File: src/rtl/clock_meter_pkg.sv
`default_nettype none
// ============================================================================
// Module   : clock_meter_pkg
// Brief    : Shared types and default constants for the clock period meter.
// Revision : 1.0 - initial release
// ============================================================================
package clock_meter_pkg;

  // Default counter width and timeout (one second at a 200 MHz clock_in).
  localparam int                             c_DEFAULT_CNT_WIDTH   = 28;
  localparam logic [c_DEFAULT_CNT_WIDTH-1:0] c_DEFAULT_TIMEOUT     = 28'd200000000;
  localparam int                             c_DEFAULT_SYNC_STAGES = 2;

  // Meter state: waiting for an arming edge, or counting an interval.
  typedef enum logic [0:0] {
    WAIT_EDGE = 1'b0,
    COUNT     = 1'b1
  } meter_state_t;

endpackage : clock_meter_pkg
`default_nettype wire

File: src/rtl/edge_sync.sv
`default_nettype none
// ============================================================================
// Module   : edge_sync
// Brief    : Multi-flop synchroniser for an asynchronous slow input, plus a
//            previous-value register producing single-cycle rise/fall strobes.
// Revision : 1.0 - initial release
// ============================================================================
module edge_sync #(
  parameter int SYNC_STAGES = 2
) (
  input  logic clock_in,
  input  logic reset,
  input  logic sig_in,
  output logic level,
  output logic rise,
  output logic fall
);

  // r_sync[0] is the metastability-exposed flop; the last stage is the clean level.
  logic [SYNC_STAGES-1:0] r_sync;
  logic                   r_level_d;

  // Shift the async input through the synchroniser chain and keep the previous level.
  always_ff @(posedge clock_in) begin
    if (reset) begin
      r_sync    <= '0;
      r_level_d <= 1'b0;
    end else begin
      r_sync    <= {r_sync[SYNC_STAGES-2:0], sig_in};
      r_level_d <= r_sync[SYNC_STAGES-1];
    end
  end

  assign level = r_sync[SYNC_STAGES-1];
  assign rise  = level & ~r_level_d;
  assign fall  = ~level & r_level_d;

endmodule : edge_sync
`default_nettype wire

File: src/rtl/clock_period_meter.sv
`default_nettype none
// ============================================================================
// Module   : clock_period_meter
// Brief    : Measures period and high time of a slow square wave in clock_in
//            cycles, and raises a sticky timeout when the input stops toggling.
// Revision : 1.0 - initial release
// ============================================================================
module clock_period_meter
  import clock_meter_pkg::*;
#(
  parameter int                   CNT_WIDTH   = c_DEFAULT_CNT_WIDTH,
  parameter logic [CNT_WIDTH-1:0] TIMEOUT     = c_DEFAULT_TIMEOUT,
  parameter int                   SYNC_STAGES = c_DEFAULT_SYNC_STAGES
) (
  input  logic                 clock_in,
  input  logic                 reset,
  input  logic                 sig_in,
  output logic [CNT_WIDTH-1:0] period,
  output logic [CNT_WIDTH-1:0] high_time,
  output logic                 meas_valid,
  output logic                 timeout
);

  localparam logic [CNT_WIDTH-1:0] c_ONE = {{(CNT_WIDTH-1){1'b0}}, 1'b1};

  logic w_level;
  logic w_rise;
  logic w_fall;

  meter_state_t r_state;
  meter_state_t w_state_nxt;

  // r_cnt counts cycles since the last rise, r_hcnt counts the high cycles of
  // that interval; r_hlatch captures r_hcnt at the fall so the high time of a
  // finished interval survives the low phase.
  logic [CNT_WIDTH-1:0] r_cnt,       w_cnt_nxt;
  logic [CNT_WIDTH-1:0] r_hcnt,      w_hcnt_nxt;
  logic [CNT_WIDTH-1:0] r_hlatch,    w_hlatch_nxt;
  logic [CNT_WIDTH-1:0] r_period,    w_period_nxt;
  logic [CNT_WIDTH-1:0] r_high_time, w_high_time_nxt;
  logic                 r_fall_seen, w_fall_seen_nxt;
  logic                 r_meas_valid, w_meas_valid_nxt;
  logic                 r_timeout,   w_timeout_nxt;

  edge_sync #(
    .SYNC_STAGES (SYNC_STAGES)
  ) u_edge_sync (
    .clock_in (clock_in),
    .reset    (reset),
    .sig_in   (sig_in),
    .level    (w_level),
    .rise     (w_rise),
    .fall     (w_fall)
  );

  // Next-state and datapath decisions; everything holds unless a branch updates it.
  always_comb begin
    w_state_nxt      = r_state;
    w_cnt_nxt        = r_cnt;
    w_hcnt_nxt       = r_hcnt;
    w_hlatch_nxt     = r_hlatch;
    w_fall_seen_nxt  = r_fall_seen;
    w_period_nxt     = r_period;
    w_high_time_nxt  = r_high_time;
    w_meas_valid_nxt = 1'b0;
    w_timeout_nxt    = r_timeout;

    case (r_state)
      WAIT_EDGE: begin
        // The first rise only arms the meter; no measurement is reported.
        if (w_rise) begin
          w_cnt_nxt       = c_ONE;
          w_hcnt_nxt      = c_ONE;
          w_fall_seen_nxt = 1'b0;
          w_state_nxt     = COUNT;
        end
      end

      COUNT: begin
        if (w_rise) begin
          // Interval closed: report it and start the next one immediately.
          w_period_nxt     = r_cnt;
          w_high_time_nxt  = r_fall_seen ? r_hlatch : r_cnt;
          w_meas_valid_nxt = 1'b1;
          w_timeout_nxt    = 1'b0;
          w_cnt_nxt        = c_ONE;
          w_hcnt_nxt       = c_ONE;
          w_fall_seen_nxt  = 1'b0;
        end else if (r_cnt == TIMEOUT) begin
          // Input has stalled; counters stop here so they can never wrap.
          w_timeout_nxt = 1'b1;
          w_state_nxt   = WAIT_EDGE;
        end else begin
          w_cnt_nxt = r_cnt + c_ONE;
          if (w_level) begin
            w_hcnt_nxt = r_hcnt + c_ONE;
          end
          if (w_fall) begin
            w_hlatch_nxt    = r_hcnt;
            w_fall_seen_nxt = 1'b1;
          end
        end
      end

      default: begin
        w_state_nxt = WAIT_EDGE;
      end
    endcase
  end

  // State register.
  always_ff @(posedge clock_in) begin
    if (reset) begin
      r_state <= WAIT_EDGE;
    end else begin
      r_state <= w_state_nxt;
    end
  end

  // Counter and output registers.
  always_ff @(posedge clock_in) begin
    if (reset) begin
      r_cnt        <= '0;
      r_hcnt       <= '0;
      r_hlatch     <= '0;
      r_fall_seen  <= 1'b0;
      r_period     <= '0;
      r_high_time  <= '0;
      r_meas_valid <= 1'b0;
      r_timeout    <= 1'b0;
    end else begin
      r_cnt        <= w_cnt_nxt;
      r_hcnt       <= w_hcnt_nxt;
      r_hlatch     <= w_hlatch_nxt;
      r_fall_seen  <= w_fall_seen_nxt;
      r_period     <= w_period_nxt;
      r_high_time  <= w_high_time_nxt;
      r_meas_valid <= w_meas_valid_nxt;
      r_timeout    <= w_timeout_nxt;
    end
  end

  assign period     = r_period;
  assign high_time  = r_high_time;
  assign meas_valid = r_meas_valid;
  assign timeout    = r_timeout;

endmodule : clock_period_meter
`default_nettype wire
File: config.mk
export PLATFORM = sky130hd
export DESIGN_NAME = clock_period_meter
export DESIGN_NICKNAME = d
export VERILOG_FILES = /design/src/rtl/clock_meter_pkg.sv /design/src/rtl/edge_sync.sv /design/src/rtl/clock_period_meter.sv
export SDC_FILE = /design/constraint.sdc
export NUM_CORES = 1
export LEC_CHECK = 0
export ABC_AREA = 1
export CAP_MARGIN = 10
export CORE_UTILIZATION = 55
export CTS_CLUSTER_DIAMETER = 200
export DETAILED_ROUTE_END_ITERATION = 7
export GPL_ROUTABILITY_DRIVEN = 0
export PLACE_DENSITY = 0.77
export SYNTH_ARGS = -nofsm -noshare
export SYNTH_HDL_FRONTEND = slang
export SYNTH_SLANG_ARGS = --single-unit
File: constraint.sdc
create_clock -name clock_in -period 1.8 [get_ports clock_in]
set_input_delay 0.36 -clock clock_in [delete_from_list [all_inputs] [get_ports clock_in]]
set_output_delay 0.36 -clock clock_in [all_outputs]
set_load 0.03 [all_outputs]
== After elaboration in Yosys (flattened, before gate mapping) ==
Cells that the tools add are included.

* Memory bits (read-only): 0
* Word-level logic and storage cells: 53
* Bits in registers: 147
* Output and inout port bits: 58
* Memories kept: 0
* Bits in latches: 0
* Input bits: 3
* Memory bits (writable): 0

* Multiplexer cells: 20
* Div/mod/pow operators: 0
* Order comparisons: 0
* Reduce and logical (&&, ||, !) cells: 8
* Multiply operators: 0
* Bitwise logic cells: 7
* Shifts and indexed selects: 0
* Eq/ne operators: 5
* $add $sub $neg: 2

{| class="wikitable"
|+ Operators by type and width
! cell !! count
|-
| $mux 28 || 7
|-
| $pmux 28 s2 || 2
|-
| $add 28x1->28 const B || 2
|-
| $eq 28x28->1 const B || 1
|-
| $mux 1 || 9
|-
| $ne 3x1->1 const B || 2
|-
| $reduce_and 2->1 || 3
|-
| $reduce_and 3->1 || 2
|-
| $not 1->1 || 5
|-
| $pmux 1 s2 || 2
|-
| $reduce_and 4->1 || 1
|-
| $ne 3x2->1 const B || 1
|-
| $and 1x1->1 || 2
|-
| $ne 2x1->1 const B || 1
|-
| $reduce_bool 2->1 || 1
|-
| $reduce_or 2->1 || 1
|}

== Longest topological paths before layout ==
Gate-level depths: netlist of the first run.

* Word-level depth: 6
* Mapped depth: 13
* Gate-level depth less buffers: 12

== Hierarchy ==
A second synthesis of the first run with hierarchy kept.

* Cell total of the unflattened synthesis: 1033
* Area, all modules: 6924.1 µm²

{| class="wikitable"
|+ By module, submodules not included
! module !! sequential area each (µm²) !! cells an instance !! area each (µm²) !! times used
|-
| clock_period_meter || 2882.8 || 1021 || 6830.3 || 1
|-
| edge_sync || 60.1 || 12 || 93.8 || 1
|}

== Least setup slack after synthesis of the first run ==
OpenSTA, ideal clock, no wires.

* Path type: register -> register
* From: register r_hcnt[0]
* To: register r_hcnt[24]
* Data arrival time: 1.532 ns
* Clock period less this slack: 1.644 ns
* Library setup time: 0.113 ns
* Cell stages (with the launch flop): 13
* Path buffers: 0
* Setup slack: 0.156 ns
* Cells stage by stage: dfxtp_1 > ha_1 > nand2_1 > nor2_1 > nand2_1 > nor2_1 > nand2_1 > nor2_1 > nand3_1 > nand2_1 > nand2_1 > nand2_1 > nor2_1

* Longest elaborated chain between the ends: 5

{| class="wikitable"
|+ RTL lines
! element !! line !! RTL
|-
| start: declaration || clock_period_meter.sv:37 || <nowiki>logic [CNT_WIDTH-1:0] r_hcnt, w_hcnt_nxt;</nowiki>
|-
| start signal: assignment || clock_period_meter.sv:133 || <nowiki>r_hcnt <= w_hcnt_nxt;</nowiki>
|-
| $add 28x1->28 || clock_period_meter.sv:96 || <nowiki>w_hcnt_nxt = r_hcnt + c_ONE;</nowiki>
|-
| $mux 28 || clock_period_meter.sv:95 || <nowiki>if (w_level) begin</nowiki>
|-
| $mux 28 || clock_period_meter.sv:89 || <nowiki>end else if (r_cnt == TIMEOUT) begin</nowiki>
|-
| $mux 28 || clock_period_meter.sv:80 || <nowiki>if (w_rise) begin</nowiki>
|-
| $pmux 28 s2 || clock_period_meter.sv:68 || <nowiki>case (r_state)</nowiki>
|}

Every way passes these cells. The select of a mux whose other input is x is not followed.
A chain may end at the register's enable or synchronous reset.

== Worst setup path after layout of the first run ==
* From: register r_high_time[3], in the netlist high_time[3]
* To: output high_time[3]

{| class="wikitable"
|+ RTL lines
! element !! line !! RTL
|-
| start: declaration || clock_period_meter.sv:40 || <nowiki>logic [CNT_WIDTH-1:0] r_high_time, w_high_time_nxt;</nowiki>
|-
| start signal: assignment || clock_period_meter.sv:137 || <nowiki>r_high_time <= w_high_time_nxt;</nowiki>
|-
| end: declaration || clock_period_meter.sv:19 || <nowiki>output logic [CNT_WIDTH-1:0] high_time,</nowiki>
|}

No word-level cell between the ends.

==> flow_metrics.py, run 1 <==
metrics = {
    "status": {
        "run_status": "complete, no violations",
    },
    "timing": {
        "max_freq_mhz": 566,
        "grt_setup_unrepaired": "yes",
        "total_count_of_hold_check_failures_in_the_final_report": 0,
        "worst_slew_pin_slew_ps": 485,
        "timing.final.crit_share_pct": 98.2,
        "slew_violations": 0,
        "setup_viol_count_final": 0,
        "timing.slew.headroom_pct": 67.7,
        "timing.final.crit_period_ps": 1770,
        "fin_worst_skew_ps": 7.13,
    },
    "clock_network": {
        "cts_tree": "built",
        "path_clk_slew_ps": 60,
        "tritoncts_sinks": 147,
        "clock_tree.root_cell": "sky130_fd_sc_hd__clkbuf_16",
        "cts-htree-levels": 4,
        "total_cts_buffers": 17,
        "worstSkewPairLatency_ps": 420,
        "clock_tree.buffer_depth": 2,
    },
    "cells_and_area": {
        "multiInputGateArea_um2": 3490,
        "fillCellCount": 1008,
        "finalNetCount": 1109,
        "area.growth.synth_to_final_pct": 27.3,
        "sequential_cell_area_um2": 2950,
        "post_route_cells_drive_above_1_share_pct": 13.1,
        "post_layout_nonfiller_instances": 1284,
        "antennaDiodeCount": 0,
    },
    "drt": {
        "detailedRoute.firstPassIterationCount": 5,
        "viasPerCell": 5.55,
        "drt_first_iter_violations": 682,
        "route.antenna.remaining_nets": 0,
        "routed_wl_mm": 19.3,
        "drc_errors": 0,
        "route.vias.total": 7125,
        "wl_per_cell_um": 15.0,
    },
    "synthesis": {
        "yosys.area_share.xor_xnor_pct": 0.382,
        "yosysWarningCount": 0,
        "synth_area_leaders": "sky130_fd_sc_hd__dfxtp_1 43%, sky130_fd_sc_hd__nand2_1 12%, sky130_fd_sc_hd__a21oi_1 8.4%",
        "synth_simple_gate_area_share_pct": 32.8,
        "synth-seq-area-share_pct": 42.8,
        "mappedNetlistArea_um2": 6880,
        "post-synth-top-count-cell": "sky130_fd_sc_hd__nand2_1",
        "synth_fa_ha_area_share_pct": 0.546,
        "number_of_enable_type_register_cells_in_the_synthesized_netlist": 0,
        "syn_inst": 1019,
        "synthDistinctLibCells": 31,
        "complex_gate_fraction_of_the_synthesized_area_pct": 14.9,
        "synth-seq-cells": 147,
        "postSynthAreaPerCell_um2": 6.75,
        "main_combinational_cell_family_by_area_after_synthesis": "simple AND/OR/NAND/NOR gates",
        "synth_commonest_cells": "214 x sky130_fd_sc_hd__nand2_1, 147 x sky130_fd_sc_hd__dfxtp_1, 137 x sky130_fd_sc_hd__nor2_1, 116 x sky130_fd_sc_hd__a21oi_1, 110 x sky130_fd_sc_hd__nand3_1",
        "cell_accounting_for_the_most_synthesized_area": "sky130_fd_sc_hd__dfxtp_1",
        "yosys-mux-area-fraction_pct": 0,
        "async_flop_share_pct": 0,
        "netlist.area_leader.share_pct": 42.8,
        "ys.flop_type": "sky130_fd_sc_hd__dfxtp_1",
        "mappedNetlistNets": 1025,
    },
    "min_path": {
        "min_delay_path_depth": 2,
        "min_from": "reset",
        "hold_path_end": "r_hlatch[15]",
        "hold_path.class": "in2reg",
    },
    "power": {
        "static-leakage-power_nw": 4.07,
        "peak_vdd_ir_mv": 0.810,
        "power_density_over_the_cells_nw_per_um2": 802,
        "p_total_mw": 7.02,
    },
    "placement": {
        "post-place-cells": 1245,
        "detailed_placement_wirelength_estimate_mm": 13.0,
        "port-buffer-count": 60,
    },
    "job": {
        "drv_cap": 0,
    },
    "setup_path": {
        "regToRegStartpoint": "r_cnt[8]",
        "number_of_buffers_and_inverters_on_the_critical_path": 1,
        "critPathKind": "reg2out",
        "crit_path_cell_trace": "clkdlybuf4s50_1",
        "setup.reg_to_reg.worst_slack_ps": 110,
        "max_stage_delay_ps": 660,
        "critPathTopFamily": "buffers and inverters",
        "worst_setup_path_end_kind": "output port",
        "wp_depth": 1,
        "cp_max_fo": 2,
        "slowest_stage": "sky130_fd_sc_hd__clkdlybuf4s50_1",
        "reg2reg_depth": 10,
        "critPathRequiredTime_ps": 1440,
        "worstPathArrival_ps": 1410,
        "rr_endpoint": "r_hcnt[5]",
        "cp-start-kind": "flip-flop",
    },
    "grt": {
        "global_route.usage.total_pct": 30.3,
        "grt_pass1_wl_mm": 31.0,
        "number_of_antenna_violations_at_the_first_check_in_global_routing": 0,
        "via_count_of_the_first_global_routing_pass": 6411,
        "largest_net_degree_at_the_start_of_global_routing": 62,
        "overflow": 0,
    },
    "die": {
        "die_h_um": 114,
        "io_pins": 61,
        "floorplan.die.width_um": 114,
        "initial_core_utilization_pct": 56.8,
        "floorplan.rows": 40,
        "core_area_um2": 12100,
        "die_area_um2": 13000,
    },
}
layer usage:
metal	vias to the layer above	share of wire [%]	global-route usage, %
li1	3528	-	-
met1	3296	44	40.5
met2	264	47	49.3
met3	37	6.6	6.11
met4	0	2.0	9.61
met5	-	0	0
how the worst max path moves through the flow:
stage	from	end	slack [ps]
after CTS	high_time[0]	high_time[0]	0.4
after global routing	r_cnt[8]	r_hcnt[9]	-40
after floorplan	r_hcnt[0]	r_hcnt[24]	160
after detailed placement	r_cnt[0]	r_hcnt[21]	30
after global placement	r_hcnt[0]	r_hcnt[24]	70
final	high_time[3]	high_time[3]	30
final cells by class:
| cell class | count | share of cell area [%] |
|---|---|---|
| clock inverters | 9 | 0.872 |
| flip-flops and latches | 147 | 33.7 |
| multi-input cells | 726 | 39.8 |
| well taps | 168 | 2.40 |
| repair inverters | 1 | 0.0858 |
| clock buffers | 23 | 5.80 |
| repair buffers | 114 | 13.1 |
| inverters | 96 | 4.19 |
repair_timing:
action / CTS / global route
hold buffers: 0 / 0
setup endpoints to repair: 17 / 150
hold endpoints to repair: 0 / 0
gates resized for setup: 16 / 87
gates cloned: 0 / 2
pin swaps: 0 / 5
setup buffers: 0 / 5
registers in the layout (all words and copies together) (netlist names):
name,flops
r_state,1
u_edge_sync.r_sync,2
timeout,1
r_cnt,28
r_hcnt,28
r_hlatch,28
high_time,28
r_fall_seen,1
meas_valid,1
u_edge_sync.r_level_d,1
period,28
cell usage in the layout (no fill, tap or decap), types with 4 or more instances in the layout:
| master | n |
|---|---|
| sky130_fd_sc_hd__o21ai_0 | 71 |
| sky130_fd_sc_hd__nor2_4 | 11 |
| sky130_fd_sc_hd__dlygate4sd2_1 | 14 |
| sky130_fd_sc_hd__inv_2 | 11 |
| sky130_fd_sc_hd__clkinv_2 | 6 |
| sky130_fd_sc_hd__inv_1 | 83 |
| sky130_fd_sc_hd__nor3_1 | 10 |
| sky130_fd_sc_hd__dfxtp_1 | 143 |
| sky130_fd_sc_hd__nand2_2 | 6 |
| sky130_fd_sc_hd__nand2_1 | 207 |
| sky130_fd_sc_hd__a21oi_1 | 116 |
| sky130_fd_sc_hd__buf_4 | 48 |
| sky130_fd_sc_hd__clkdlybuf4s50_1 | 4 |
| sky130_fd_sc_hd__nand4_1 | 29 |
| sky130_fd_sc_hd__nor2_2 | 11 |
| sky130_fd_sc_hd__nor2_1 | 123 |
| sky130_fd_sc_hd__o21bai_1 | 5 |
| sky130_fd_sc_hd__dfxtp_2 | 4 |
| sky130_fd_sc_hd__clkbuf_16 | 18 |
| sky130_fd_sc_hd__clkbuf_8 | 6 |
| sky130_fd_sc_hd__nand3_1 | 107 |
| sky130_fd_sc_hd__dlymetal6s2s_1 | 41 |
stage by stage:
stage	setup slack, ps	cell area, um^2	TNS [ps]	hold slack [ps]	util [%]
after floorplan	156	6880	0	388	-
after global placement	70.4	7860	0	422	64.9
after detailed placement	29.5	7860	0	417	64.9
after CTS	0.439	8430	0	258	69.6
after global routing	-36.9	8750	-85.3	299	72.3
final	33.3	8750	0	300	72.3
logic make-up (layout without fill, tap and decap cells):
family,count (synthesis),in the layout
AOI/OAI and AO/OA,200,200
xor gates and xnor gates,3,3
adders and majority gates,3,3
buffers and inverters,146,243
DFF,147,147
and+or+nand+nor,520,520
power breakdown:
group | internal (mW) | switching, mW | leakage (nW)
Combinational | 0.0836 | 0.203 | 2.59
Sequential | 3.27 | 0.0149 | 1.19
Clock | 2.11 | 1.34 | 0.294
Note: power is estimated with default switching activity, not from simulation.
==> inputs of run 2 (changes only) <==
Settings changed: CORE_UTILIZATION 55 to 52, PLACE_DENSITY 0.77 to 0.76.
Clock period 1.8 ns to 1.5 ns, I/O delays scaled along.
==> run 2 against run 1 <==
Against the previous run: critical path depth increased by 7; register-to-register slack got worse by 390 ps; clock-buffer cell count increased by 1; design area increased by 21%; power increased by 24%; flip-flop and latch count unchanged; highest routed layer unchanged; the flow now finishes with violations (setup timing); sequential share of layout area decreased by 5.5 points; via count increased by 20%; core utilization increased by 11 points; clock power increased by 23%; combinational power increased by 81%; global-route usage increased by 4.7 points.
==> flow_metrics.py, run 2 (synthesis gave the netlist of run 1 again) <==
metrics = {
    "status": {
        "run_status": "finished with violations",
        "violated_checks": "setup timing",
    },
    "setup_path": {
        "worst_setup_path_end_kind": "flip-flop",
        "cp-start-kind": "flip-flop",
        "slowest_stage": "sky130_fd_sc_hd__dfxtp_1",
        "crit_end": "r_cnt[22]",
        "setup.reg_to_reg.worst_slack_ps": -280,
        "critical_path.most_common_cell": "sky130_fd_sc_hd__nor2_1",
        "critPathKind": "reg2reg",
        "worstPathArrival_ps": 2110,
        "cp_max_fo": 4,
        "worstSetupStartpoint": "r_cnt[8]",
        "regToRegStartpoint": "r_cnt[8]",
        "reg2reg_depth": 8,
        "crit_path_cell_trace": "buf_4 > nand2_1 > nor2_1 > nand2_4 > nor2_4 > nand4_1 > nor2_1 > nor2_1",
        "rr_endpoint": "r_cnt[22]",
        "max_stage_delay_ps": 360,
        "critPathRequiredTime_ps": 1820,
    },
    "clock_network": {
        "clock_tree.buffer_depth": 2,
        "total_cts_buffers": 17,
        "path_clk_slew_ps": 60,
        "holdBufCountCts": 0,
        "clock_tree.root_cell": "sky130_fd_sc_hd__clkbuf_16",
        "cts_tree": "built",
        "tritoncts_sinks": 147,
        "cts-htree-levels": 4,
        "worstSkewPairLatency_ps": 440,
    },
    "timing": {
        "worst_slew_pin_slew_ps": 441,
        "timing.slew.headroom_pct": 70.3,
        "max_freq_mhz": 561,
        "total_count_of_hold_check_failures_in_the_final_report": 0,
        "timing.final.crit_period_ps": 1780,
        "whs_ps": 240,
        "grt_setup_unrepaired": "yes",
        "timing.final.crit_share_pct": 119,
        "setup_viol_count_final": 86,
        "fin_worst_skew_ps": 9.68,
        "slew_violations": 0,
        "timing.final.ws_setup_ps": -283,
        "setup_tns_ps": -10600,
    },
    "cells_and_area": {
        "final_cell_mix": "152 x sky130_fd_sc_hd__buf_4, 151 x sky130_fd_sc_hd__nand2_1, 118 x sky130_fd_sc_hd__dfxtp_1",
        "sequential_cell_area_um2": 2990,
        "final_common_cell": "sky130_fd_sc_hd__buf_4",
        "post_route_cells_drive_above_1_share_pct": 37.2,
        "fillCellCount": 706,
        "finalNetCount": 1231,
        "multiInputGateArea_um2": 4350,
        "post-route-cell-area_um2": 10600,
        "area.growth.synth_to_final_pct": 54.2,
        "antennaDiodeCount": 0,
        "post_layout_nonfiller_instances": 1410,
    },
    "grt": {
        "number_of_antenna_violations_at_the_first_check_in_global_routing": 0,
        "global_route.usage.total_pct": 35.0,
        "overflow": 0,
        "largest_net_degree_at_the_start_of_global_routing": 41,
        "via_count_of_the_first_global_routing_pass": 7426,
        "grt_pass1_wl_mm": 36.3,
    },
    "die": {
        "die_h_um": 117,
        "floorplan.rows": 41,
        "io_pins": 61,
        "initial_core_utilization_pct": 53.8,
        "floorplan.die.width_um": 117,
        "core_area_um2": 12800,
        "die_area_um2": 13700,
    },
    "drt": {
        "routed_wl_mm": 26.5,
        "wl_per_cell_um": 18.8,
        "viasPerCell": 6.05,
        "route.antenna.remaining_nets": 0,
        "route.vias.total": 8524,
        "drc_errors": 0,
        "drt_first_iter_violations": 1231,
        "detailedRoute.firstPassIterationCount": 6,
    },
    "placement": {
        "detailed_placement_wirelength_estimate_mm": 14.2,
        "port-buffer-count": 60,
        "post-place-cells": 1351,
        "placedInstanceArea_um2": 8670,
    },
    "power": {
        "peak_vdd_ir_mv": 0.991,
        "switchingPower_mw": 2.01,
        "internal_power_mw": 6.67,
        "seq_power_share_pct": 45.3,
        "power.clock.fraction_pct": 48.7,
        "power_density_over_the_cells_nw_per_um2": 820,
        "p_total_mw": 8.69,
        "sw_frac_of_total_pct": 23.2,
        "static-leakage-power_nw": 4.26,
        "combinational_share_of_power_pct": 6.0,
    },
    "min_path": {
        "hold_path.class": "in2reg",
    },
    "job": {
        "drv_cap": 0,
    },
}
[run 2: worst max-delay path, delay by kind of cell (launching register included)]
kind / cells / cell delay, ps
simple gates: 7 / 1140
buf+inv: 1 / 160
flops: 1 / 360
[run 2: how the worst min path moves through the flow]
| stage | start | to | slack, ps | depth (start not counted) |
|---|---|---|---|---|
| after CTS | reset | meas_valid | 230 | 2 |
| after floorplan | u_edge_sync.r_sync[0] | u_edge_sync.r_sync[1] | 390 | 2 |
| after detailed placement | u_edge_sync.r_sync[0] | u_edge_sync.r_sync[1] | 400 | 2 |
| after global placement | u_edge_sync.r_sync[0] | u_edge_sync.r_sync[1] | 400 | 2 |
| after global routing | reset | meas_valid | 220 | 2 |
| final | reset | meas_valid | 240 | 2 |
[run 2: through the flow]
stage / utilization (%) / setup WS, ps
finish: 83.0 / -283
global route: 83.0 / -336
CTS: 78.1 / -138
detailed placement: 67.8 / -205
floorplan: - / -28.8
global placement: 67.8 / -174
[run 2: what timing repair did]
| action | CTS | global route |
|---|---|---|
| pin swaps | 40 | 73 |
| cloned | 6 | 2 |
| setup endpoints to repair | 171 | 155 |
| gates resized for setup | 210 | 226 |
| setup buffers | 18 | 8 |
[run 2: metal layers]
layer / vias up / GRT usage (%) / share of wire, %
li1: 3774 / - / -
met2: 607 / 58.0 / 49
met1: 3987 / 42.8 / 38
met4: 0 / 20.3 / 4.7
met5: - / 0 / 0
met3: 156 / 6.33 / 8.5
[run 2: cell type report]
class,instances,share of cell area [%]
inverter,96,3.65
multi-input combinational,726,41.0
clock buffer,24,4.54
sequential,147,28.2
tap,172,2.03
timing repair buffer,237,19.7
clock inverter,8,0.956
[run 2: power groups by stage]
stage / Sequential, mW / Combinational [mW] / Clock, mW
after detailed placement: 4.03 / 0.363 / 0
after CTS: 3.94 / 0.451 / 4.20
after floorplan: 4.05 / 0.196 / 0
after global routing: 3.94 / 0.544 / 4.40
after global placement: 4.03 / 0.361 / 0
final: 3.94 / 0.520 / 4.23
==> inputs of run 3 (changes only) <==
Settings changed: CELL_PAD_IN_SITES_DETAIL_PLACEMENT set to 1, CELL_PAD_IN_SITES_GLOBAL_PLACEMENT set to 1, CORE_UTILIZATION 52 to 37, PLACE_DENSITY 0.76 to not set, PLACE_DENSITY_LB_ADDON set to 0.1.
==> run 3 against run 2 <==
Against the previous run: the run ends with DRC, setup timing left; design area increased by 11%; clock-buffer cell count decreased by 5; power is 8.0% higher; worst hold slack worse by 9.8 ps; fmax shrank 11%; global-route usage is 1.3 points lower; setup slack worse by 210 ps; non-clock buffer count up 46; largest power group unchanged; critical path depth rose by 4.
==> flow_metrics.py, run 3 (synthesis gave the netlist of run 1 again) <==
metrics = {
    "cells_and_area": {
        "final_common_cell": "sky130_fd_sc_hd__buf_4",
        "finalNetCount": 1279,
        "post_route_cells_drive_above_1_share_pct": 44.8,
        "area.growth.synth_to_final_pct": 70.9,
        "sequential_cell_area_um2": 2990,
        "final_cell_mix": "164 x sky130_fd_sc_hd__buf_4, 145 x sky130_fd_sc_hd__nand2_1, 120 x sky130_fd_sc_hd__dfxtp_1",
        "utilization_pct": 65.0,
        "fillCellCount": 2110,
        "multiInputGateArea_um2": 4710,
        "antennaDiodeCount": 0,
    },
    "grt": {
        "largest_net_degree_at_the_start_of_global_routing": 36,
        "grt_pass1_wl_mm": 49.8,
        "overflow": 0,
        "number_of_antenna_violations_at_the_first_check_in_global_routing": 0,
        "global_route.usage.total_pct": 33.7,
        "via_count_of_the_first_global_routing_pass": 8913,
    },
    "clock_network": {
        "tritoncts_sinks": 147,
        "cts_tree": "built",
        "clock_tree.buffer_depth": 2,
        "total_cts_buffers": 17,
        "cts-htree-levels": 4,
        "clock_tree.root_cell": "sky130_fd_sc_hd__clkbuf_16",
        "path_clk_slew_ps": 70,
        "worstSkewPairLatency_ps": 470,
    },
    "drt": {
        "detailedRoute.firstPassIterationCount": 7,
        "routed_wl_mm": 39.7,
        "drc_errors": 6,
        "wl_per_cell_um": 26.2,
        "route.antenna.remaining_nets": 0,
        "drt_first_iter_violations": 754,
        "route.vias.total": 9225,
        "viasPerCell": 6.09,
    },
    "die": {
        "die_h_um": 138,
        "io_pins": 61,
        "core_area_um2": 18100,
        "die_area_um2": 19100,
        "initial_core_utilization_pct": 38.0,
        "floorplan.rows": 49,
        "floorplan.die.width_um": 138,
    },
    "timing": {
        "timing.slew.headroom_pct": 69.8,
        "timing.final.crit_share_pct": 133,
        "timing.final.crit_period_ps": 1990,
        "worst_slew_pin_slew_ps": 454,
        "whs_ps": 230,
        "timing.final.ws_setup_ps": -494,
        "setup_viol_count_final": 161,
        "max_freq_mhz": 501,
        "setup_tns_ps": -28940,
        "grt_setup_unrepaired": "yes",
        "slew_violations": 0,
        "total_count_of_hold_check_failures_in_the_final_report": 0,
        "fin_worst_skew_ps": 8.63,
    },
    "setup_path": {
        "critPathKind": "reg2reg",
        "number_of_buffers_and_inverters_on_the_critical_path": 2,
        "slowest_stage": "sky130_fd_sc_hd__dfxtp_4",
        "critPathTopFamily": "simple AND/OR/NAND/NOR gates",
        "cp_max_fo": 4,
        "crit_path_cell_trace": "buf_6 > ha_4 > nand2_4 > nor2_4 > nand2_2 > inv_2 > nand2_4 > nor2_4 > nand4_1 > nand2_1 > nand2_1 > nor2_1",
        "max_stage_delay_ps": 400,
        "worst_setup_path_end_kind": "flip-flop",
        "worstPathArrival_ps": 2390,
        "cp-start-kind": "flip-flop",
        "critPathRequiredTime_ps": 1890,
    },
    "job": {
        "drv_cap": 0,
    },
    "power": {
        "static-leakage-power_nw": 4.70,
        "p_total_mw": 9.39,
        "peak_vdd_ir_mv": 0.950,
        "power_density_over_the_cells_nw_per_um2": 799,
    },
    "placement": {
        "detailed_placement_wirelength_estimate_mm": 17.9,
        "pre_cts_ws_ps": -314,
        "port-buffer-count": 60,
    },
    "status": {
        "run_status": "finished with violations",
        "violated_checks": "DRC, setup timing",
    },
    "min_path": {
        "hold_path.class": "in2reg",
    },
}
-- run 3: cell types whose count changed in the layout (fill, tap and decap cells not counted), moves of 12 or more --
cell                            change
sky130_fd_sc_hd__buf_6             +16
sky130_fd_sc_hd__o21ai_2           +21
sky130_fd_sc_hd__o21ai_0           -35
sky130_fd_sc_hd__o21ai_1           +14
sky130_fd_sc_hd__buf_4             +12
sky130_fd_sc_hd__dlygate4sd2_1     -13
sky130_fd_sc_hd__nand3_1           -23
sky130_fd_sc_hd__nand3_4           +15
-- run 3: power by group --
group	switching, mW	internal (mW)
logic	0.439	0.247
registers	0.0225	3.92
clock network	2.08	2.68
total	2.54	6.85
-- run 3: path summary, 6_finish.rpt --
path                   start         end  slack (ps)  cells past startpoint
setup / recovery    r_cnt[1]   r_cnt[22]        -490                     12
hold / removal         reset     timeout         230                      2
setup reg to reg    r_cnt[1]   r_cnt[22]        -490                     12
hold reg to reg   period[15]  period[15]         470                      2
-- run 3: metrics by stage --
step	cell area (um^2)	std cells
2_1_floorplan	6900	1019
3_3_place_gp	8790	1418
3_5_place_dp	8790	1418
4_1_cts	10700	1487
5_1_grt	11800	1515
6_report	11800	1515
-- run 3: metal layers --
| metal | vias to the layer above | routed length (um) | GRT usage (%) |
|---|---|---|---|
| li1 | 3871 | - | - |
| met1 | 4550 | 14500 | 39.2 |
| met2 | 567 | 19300 | 60.5 |
| met3 | 237 | 3050 | 5.51 |
| met4 | 0 | 2800 | 15.8 |
| met5 | - | 0 | 0 |
-- run 3: final cells by class --
class                           count  area share, %
Clock inverter                     13           1.47
Clock buffer                       19           3.77
Tap cell                          229           2.44
Timing Repair inverter              2          0.309
Timing Repair Buffer              283           23.1
Multi-Input combinational cell    726           40.1
Inverter                           96           3.40
Sequential cell                   147           25.4
-- run 3: timing repair --
action | in CTS | in global routing
endpoints found under the setup margin | 187 | 185
setup buffers | 27 | 34
pin swaps | 62 | 84
gates resized for setup | 307 | 323
hold buffers | 0 | 0
gates cloned | 12 | 5
